===== src/rtl/button_press_classifier.sv =====
// Classifies debounced button activity into short, long and (optionally) double presses.
// Define DOUBLE_PRESS_EN to build the double-press states; otherwise shorts report on release.
module button_press_classifier #(
  parameter int unsigned LONG_PRESS_LIMIT = 25000000,
  parameter int unsigned DOUBLE_GAP_LIMIT = 7500000,
  parameter logic        PRESS_LEVEL      = 1'b1
) (
  input  logic i_Clk,
  input  logic i_Rst,
  input  logic i_Debounced,
  output logic o_Pressed,
  output logic o_Short_Press,
  output logic o_Long_Press,
  output logic o_Double_Press
);

  localparam int unsigned MAX_LIMIT = (LONG_PRESS_LIMIT > DOUBLE_GAP_LIMIT) ?
                                      LONG_PRESS_LIMIT : DOUBLE_GAP_LIMIT;
  localparam int unsigned CNT_W     = $clog2(MAX_LIMIT) + 1;

  localparam logic [CNT_W-1:0] LONG_TERM = CNT_W'(LONG_PRESS_LIMIT - 1);
  localparam logic [CNT_W-1:0] CNT_ONE   = {{(CNT_W-1){1'b0}}, 1'b1};
  localparam logic [CNT_W-1:0] CNT_MAX   = {CNT_W{1'b1}};

`ifdef DOUBLE_PRESS_EN
  localparam logic [CNT_W-1:0] GAP_TERM = CNT_W'(DOUBLE_GAP_LIMIT - 1);

  typedef enum logic [2:0] {
    IDLE,
    PRESSED,
    LONG_HELD,
    WAIT_SECOND,
    SECOND_PRESSED
  } state_t;
`else
  typedef enum logic [1:0] {
    IDLE,
    PRESSED,
    LONG_HELD
  } state_t;
`endif

  state_t           r_State;
  logic [CNT_W-1:0] r_Count;
  logic             r_Prev;
  logic             r_Short_Press;
  logic             r_Long_Press;
`ifdef DOUBLE_PRESS_EN
  logic             r_Double_Press;
`endif

  logic             w_Press_Edge;
  logic             w_Release_Edge;
  logic [CNT_W-1:0] w_Count_Next;

  assign w_Press_Edge   = (i_Debounced == PRESS_LEVEL) && (r_Prev != PRESS_LEVEL);
  assign w_Release_Edge = (i_Debounced != PRESS_LEVEL) && (r_Prev == PRESS_LEVEL);
  // Saturate rather than wrap so a stuck count can never re-arm a terminal match.
  assign w_Count_Next   = (r_Count == CNT_MAX) ? r_Count : r_Count + CNT_ONE;

  always_ff @(posedge i_Clk or posedge i_Rst) begin
    if (i_Rst) begin
      r_State        <= IDLE;
      r_Count        <= '0;
      r_Prev         <= ~PRESS_LEVEL;
      r_Short_Press  <= 1'b0;
      r_Long_Press   <= 1'b0;
`ifdef DOUBLE_PRESS_EN
      r_Double_Press <= 1'b0;
`endif
    end else begin
      r_Prev         <= i_Debounced;
      r_Short_Press  <= 1'b0;
      r_Long_Press   <= 1'b0;
`ifdef DOUBLE_PRESS_EN
      r_Double_Press <= 1'b0;
`endif
      case (r_State)
        IDLE: begin
          r_Count <= '0;
          if (w_Press_Edge) begin
            r_State <= PRESSED;
          end
        end

        PRESSED: begin
          if (w_Release_Edge) begin
            r_Count <= '0;
`ifdef DOUBLE_PRESS_EN
            r_State <= WAIT_SECOND;
`else
            r_Short_Press <= 1'b1;
            r_State       <= IDLE;
`endif
          end else if (r_Count == LONG_TERM) begin
            r_Long_Press <= 1'b1;
            r_Count      <= '0;
            r_State      <= LONG_HELD;
          end else begin
            r_Count <= w_Count_Next;
          end
        end

        LONG_HELD: begin
          r_Count <= '0;
          if (w_Release_Edge) begin
            r_State <= IDLE;
          end
        end

`ifdef DOUBLE_PRESS_EN
        WAIT_SECOND: begin
          // A press landing on the terminal gap count still counts as a double press.
          if (w_Press_Edge) begin
            r_Count <= '0;
            r_State <= SECOND_PRESSED;
          end else if (r_Count == GAP_TERM) begin
            r_Short_Press <= 1'b1;
            r_Count       <= '0;
            r_State       <= IDLE;
          end else begin
            r_Count <= w_Count_Next;
          end
        end

        SECOND_PRESSED: begin
          if (w_Release_Edge) begin
            r_Double_Press <= 1'b1;
            r_Count        <= '0;
            r_State        <= IDLE;
          end else if (r_Count == LONG_TERM) begin
            r_Double_Press <= 1'b1;
            r_Count        <= '0;
            r_State        <= LONG_HELD;
          end else begin
            r_Count <= w_Count_Next;
          end
        end
`endif

        default: begin
          r_Count <= '0;
          r_State <= IDLE;
        end
      endcase
    end
  end

  assign o_Pressed      = (r_Prev == PRESS_LEVEL);
  assign o_Short_Press  = r_Short_Press;
  assign o_Long_Press   = r_Long_Press;
`ifdef DOUBLE_PRESS_EN
  assign o_Double_Press = r_Double_Press;
`else
  assign o_Double_Press = 1'b0;
`endif

endmodule


===== config.mk =====
export PLATFORM = sky130hd
export DESIGN_NAME = button_press_classifier
export DESIGN_NICKNAME = d
export VERILOG_FILES = /design/src/rtl/button_press_classifier.sv
export SDC_FILE = /design/constraint.sdc
export NUM_CORES = 1
export LEC_CHECK = 0
export BUFFER_PORTS_ARGS = -buffer_cell sky130_fd_sc_hd__buf_2
export CAP_MARGIN = 15
export CORE_ASPECT_RATIO = 1.25
export CORE_MARGIN = 3
export CORE_UTILIZATION = 30
export CTS_CLUSTER_DIAMETER = 50
export DETAILED_ROUTE_END_ITERATION = 7
export GPL_TIMING_DRIVEN = 0
export SLEW_MARGIN = 15
export SYNTH_ARGS = -nofsm -noshare
export SYNTH_HDL_FRONTEND = slang
export SYNTH_SLANG_ARGS = --single-unit

===== constraint.sdc =====
create_clock -name i_Clk -period 2.7 [get_ports i_Clk]
set_clock_uncertainty 0.15 [all_clocks]
set_input_delay 0.405 -clock i_Clk [delete_from_list [all_inputs] [get_ports i_Clk]]
set_output_delay 0.405 -clock i_Clk [all_outputs]
set_load 0.05 [all_outputs]

# [Word level (Yosys, flattened, before mapping)]
# Cells that the tools add are included.
[op_classes] add_sub_neg=1 n_mux=14 n_eq_ne=8 n_bitwise=2 reduce_logical=4
[ops] op="2-to-1 mux 26 bit" count=4
[ops] op="adder 26 x 1 -> 26 bit (second input constant)" count=1
[ops] op="== test 26 x 25 -> 1 bit (second input constant)" count=1
[ops] op="== test 26 bit (second input constant)" count=1
[ops] op="2-to-1 mux 2 bit" count=4
[ops] op="case mux 2 bit (3 select lines)" count=1
[ops] op="2-to-1 mux 1 bit" count=5
[ops] op="!= test 2 bit (second input constant)" count=2
[ops] op="!= test 4 bit (second input constant)" count=1
[ops] op="!= test 3 bit (second input constant)" count=1
[ops] op="AND reduction 3 bit" count=1
[ops] op="== test 2 x 1 -> 1 bit (second input constant)" count=1
[ops] op="== test 2 bit (second input constant)" count=1
[ops] op="logical AND 1 bit" count=2
[ops] op="logical NOT 2 bit" count=1
[ops] op="inverter 1 bit" count=2
[totals] out_inout_bits=4 ff_bits=31 inputBits=3

# [Longest topological paths before layout]
[logic_depth] word_depth=5 mapped_depth=9 depth_no_buf=6

# [Worst setup path after synthesis]
# No wires, ideal clock.
[synth_timing] path_type="register to register" start="reg r_Prev (netlist: o_Pressed)" end="reg r_Count[3]" slack_ns=0.387 t_arrival_ns=2.084 setup_ns=0.079 path_stages_with_launch=8 required_ns=2.471 path_cell_list="dfrtp_1 nor2b_1 nor3_1 and3_1 buf_2 buf_4 o21ai_0 a21oi_1"
[synth_between] elab_chain_cells=3 word_cells_on_any_way=4
[synth_lines] item="start, declared" line_no="45" source="logic r_Prev;"
[synth_lines] item="start signal, assigned" line_no="65" source="r_Prev <= ~PRESS_LEVEL;"
[synth_lines] item="start signal, assigned" line_no="72" source="r_Prev <= i_Debounced;"
[synth_lines] item="logical AND 1 bit (*)" line_no="57" source="assign w_Release_Edge = (i_Debounced != PRESS_LEVEL) && (r_Prev == PRESS_LEVEL);"
[synth_lines] item="2-to-1 mux 26 bit" line_no="87" source="if (w_Release_Edge) begin"
[synth_lines] item="2-to-1 mux 26 bit" line_no="78" source="case (r_State)"
[synth_lines] item="end signal, assigned" line_no="100" source="r_Count <= w_Count_Next;"
[synth_lines] item="end, declared" line_no="44" source="logic [CNT_W-1:0] r_Count;"
# Every way passes the cells marked *; elsewhere a longest branch is shown, timed or not.
# A chain may end at the register's enable or synchronous reset.

# [Final worst setup path]
[layout_timing] start="reg r_Count[10]" end="reg r_Count[24]"
[layout_between] elab_chain_cells=5 word_cells_on_any_way=8
[layout_lines] item="adder 26 x 1 -> 26 bit" line_no="59" source="assign w_Count_Next = (r_Count == CNT_MAX) ? r_Count : r_Count + CNT_ONE;"
[layout_lines] item="2-to-1 mux 26 bit" line_no="59"
[layout_lines] item="2-to-1 mux 26 bit" line_no="95" source="end else if (r_Count == LONG_TERM) begin"
[layout_lines] item="2-to-1 mux 26 bit" line_no="87"
[layout_lines] item="2-to-1 mux 26 bit" line_no="78"
# Parallel ways exist; a longest one is shown, timed or not. The select of a mux whose other input is x is not followed.

==> impl_metrics.py <==
metrics = {
    "setup_path": {
        "cp-start-kind": "flop",
        "slowest_stage": "or4_4",
        "slowest_delay_ns": 0.52,
        "worstSetupEndpointType": "flop",
        "r2r_slack_ns": 0.16,
        "worst-path-max-fanout": 10,
        "r2r_start": "r_Count[10]",
        "r2r_cells": 7,
        "path_cells": "nor4_1 > nand4_1 > or4_4 > buf_6 > nand2_1 > buf_2 > nor2_1",
        "r2r-end": "r_Count[24]",
        "path_class": "flop to flop",
        "worst_ep_arrival_time_ns": 2.56,
        "worstPathRequired_ns": 2.72,
    },
    "timing": {
        "setup_viol_count_final": 0,
        "worst_slew_pin_slew_ns": 0.6700,
        "slew_headroom_pct": 55.27,
        "hold_viol": 0,
        "finalWorstSetupSlack_ns": 0.1615,
        "fin_crit_sh_pct": 94.02,
        "fmax_ghz": 0.3939,
        "post-route-min-period_ns": 2.538,
        "grt_setup_unrepaired": "false",
        "fin_tns_setup_ns": 0,
        "drv_slew": 0,
    },
    "die": {
        "initial_utilization_pct": 31.68,
        "num_rows": 30,
        "core_area_sq_um": 5518,
        "dieHeight_microns": 91.34,
        "chipWidth_microns": 74.27,
        "ioPinCount": 7,
        "die-area_sq_um": 6784,
    },
    "pwr": {
        "seqPwrFrac_pct": 49.0,
        "sw_frac_of_total_pct": 26.28,
        "power.leakage_nw": 0.7512,
        "peakVddDrop_mv": 0.1350,
        "p_switching_w": 0.0002604,
        "p_comb_share_pct": 9.1,
        "power.share.clock_pct": 41.9,
        "internal_power_w": 0.0007305,
        "p_per_area_nw_per_um2": 504.1,
    },
    "min_path": {
        "hp-class": "primary input to asynchronous set/reset pin",
    },
    "clocking": {
        "clkLatencyLatePin_ns": 0.29,
        "clock_sinks": 31,
        "postCtsHoldBufs": 0,
        "root_buffer": "clkbuf_8",
        "tritoncts": "yes",
        "cts_setup_buffers": 0,
        "clkSlewWorstSetupHoldPaths_ns": 0.07,
        "numCtsBuffers": 5,
        "clockBufferDepth": 2,
        "h-tree-depth": 2,
    },
    "final_layout": {
        "area_growth_pct": 12.46,
        "drive_gt1_share_pct": 12.20,
        "fill_cells": 562,
        "stdcell_count": 269,
        "final_nets": 209,
        "post-route-util_pct": 35.62,
        "diodes": 0,
    },
    "place": {
        "port_buffers": 5,
        "hpwl_mm": 2.717,
        "dp_slack_ns": 0.1084,
        "placed_cells": 261,
        "gp_congestion": 0.7683,
    },
    "yosys": {
        "post_synth_and_or_nand_nor_area_fraction_pct": 30.85,
        "synth.distinct_cells": 42,
        "synth_adder_area_share_pct": 1.432,
        "synth-seq-area-share_pct": 44.38,
        "synth-edff-count": 0,
        "ys.flop_type": "dfrtp_1",
        "synth_mux_area_share_pct": 3.436,
        "async_flop_share_pct": 100.0,
        "yosysMostFrequentCell": "dfrtp_1",
        "synth.largest_area_cell": "dfrtp_1",
        "syn_nets": 197,
        "ys_ff_latch": 31,
        "netlist.area_leader.share_pct": 44.38,
        "yosys-top-cells-area": "dfrtp_1 44%, nand3_1 4.0%, nand2_1 3.7%",
        "synth_warnings": 0,
        "synth_top_family_by_area": "simple AND/OR/NAND/NOR gates",
        "synth_compound_area_share_pct": 11.31,
        "synth_cells": 192,
        "synthesis.area_sq_um": 1748,
        "synth_common_cells": "31 x dfrtp_1, 17 x nand2_1, 14 x nand3_1",
        "synth_area_per_cell_sq_um": 9.104,
        "synth-xor-area-share_pct": 3.508,
    },
    "drt": {
        "route.detailed.drc": 0,
        "wl_mm": 3.946,
        "ant_nets": 0,
        "routedWlPerCell_microns": 14.67,
        "drt_iter0_markers": 64,
        "vias_per_cell": 5.375,
        "vias": 1446,
        "firstDrtPassIters": 4,
    },
    "grt": {
        "overflow": 0,
        "grt_pass1_vias": 1341,
        "antenna_found_initial": 0,
        "grt_pass1_wl_mm": 6.444,
        "grtUsageTotal_pct": 12.38,
        "grt_max_degree": 32,
    },
    "flow_run": {
        "maxCapViolCount": 0,
    },
    "outcome": {
        "outcome": "finished, final reports clean",
    },
}
[cell usage in the layout (no fill, tap or decap), drive strengths merged, types with 3 or more instances in the layout]
master / instances
inv: 6
nand4: 7
or4: 3
nand3: 14
mux2i: 6
nand2b: 3
a31oi: 3
and4: 6
clkbuf: 13
buf: 11
o21ai: 8
nand2: 18
and3: 4
dfrtp: 31
a21oi: 10
and2: 4
nor4: 4
nand3b: 4
xnor2: 6
nor3: 6
nor2: 11
or3: 7
[worst max-delay path by stage]
stage	startpoint	end	slack, ns	depth (start not counted)
after floorplan	o_Pressed	r_Count[3]	0.39	7
after global placement	r_Count[0]	r_Count[17]	0.11	8
after detailed placement	i_Debounced	r_Count[4]	0.11	8
after CTS	r_Count[0]	r_Count[17]	0.08	8
after global routing	r_Count[10]	r_Count[24]	0.02	7
final	r_Count[10]	r_Count[24]	0.16	7
[cell type report]
cell class	instances	area [sq um]	area share, %
inverters	6	22.52	1.146
clock buffers	8	100.1	5.092
plain buffers	11	63.81	3.246
repair buffers	5	25.02	1.273
multi-input cells	144	898.4	45.70
well taps	64	80.08	4.074
flip-flops and latches	31	775.7	39.47
[per-layer routing]
layer	wire (microns)	track usage, %	up-vias
met4	79	6.677	0
met2	1953	20.19	17
li1	-	-	725
met3	99	2.879	7
met1	1814	14.65	697
met5	0	0	-
[what timing repair did]
action / CTS / global route
gates resized for setup: 0 / 4
hold endpoints to repair: 0 / 0
endpoints found under the setup margin: 0 / 9
[critical path, delay by kind of cell, from the launching register on]
| kind | cells | cell delay [ns] |
|---|---|---|
| AND/OR/NAND/NOR | 5 | 1.37 |
| buffers and inverters | 2 | 0.46 |
| flip-flops | 1 | 0.42 |
[power by group through the flow]
stage,logic [W],registers [W],clock network [W]
after floorplan,0.0000603,0.000498,0
after global placement,0.0000905,0.000494,0
after detailed placement,0.0000906,0.000494,0
after CTS,0.0000908,0.000485,0.000425
after global routing,0.000101,0.000488,0.000441
final,0.0000900,0.000485,0.000415
[stage by stage]
step                      hold slack (ns)  cell area [sq um]  total power, W
after floorplan                    0.2835               1748       0.0005585
after global placement             0.3107               1853       0.0005841
after detailed placement           0.3103               1853       0.0005847
after CTS                         0.08386               1953        0.001001
after global routing               0.1000               1966        0.001029
final                             0.05681               1966       0.0009908
[sequential cells by signal, indices dropped and copies added, names as in the netlist]
signal / flops
r_Count: 26
r_State: 2
o_Long_Press: 1
o_Pressed: 1
o_Short_Press: 1
[cell families after synthesis]
family	count (synthesis)
xor+xnor	7
fa+ha+maj	2
flops	31
simple gates	96
compound gates	32
mux	6
other cells	1
buf+inv	17
No activity file was read; power rests on OpenSTA's default activity.
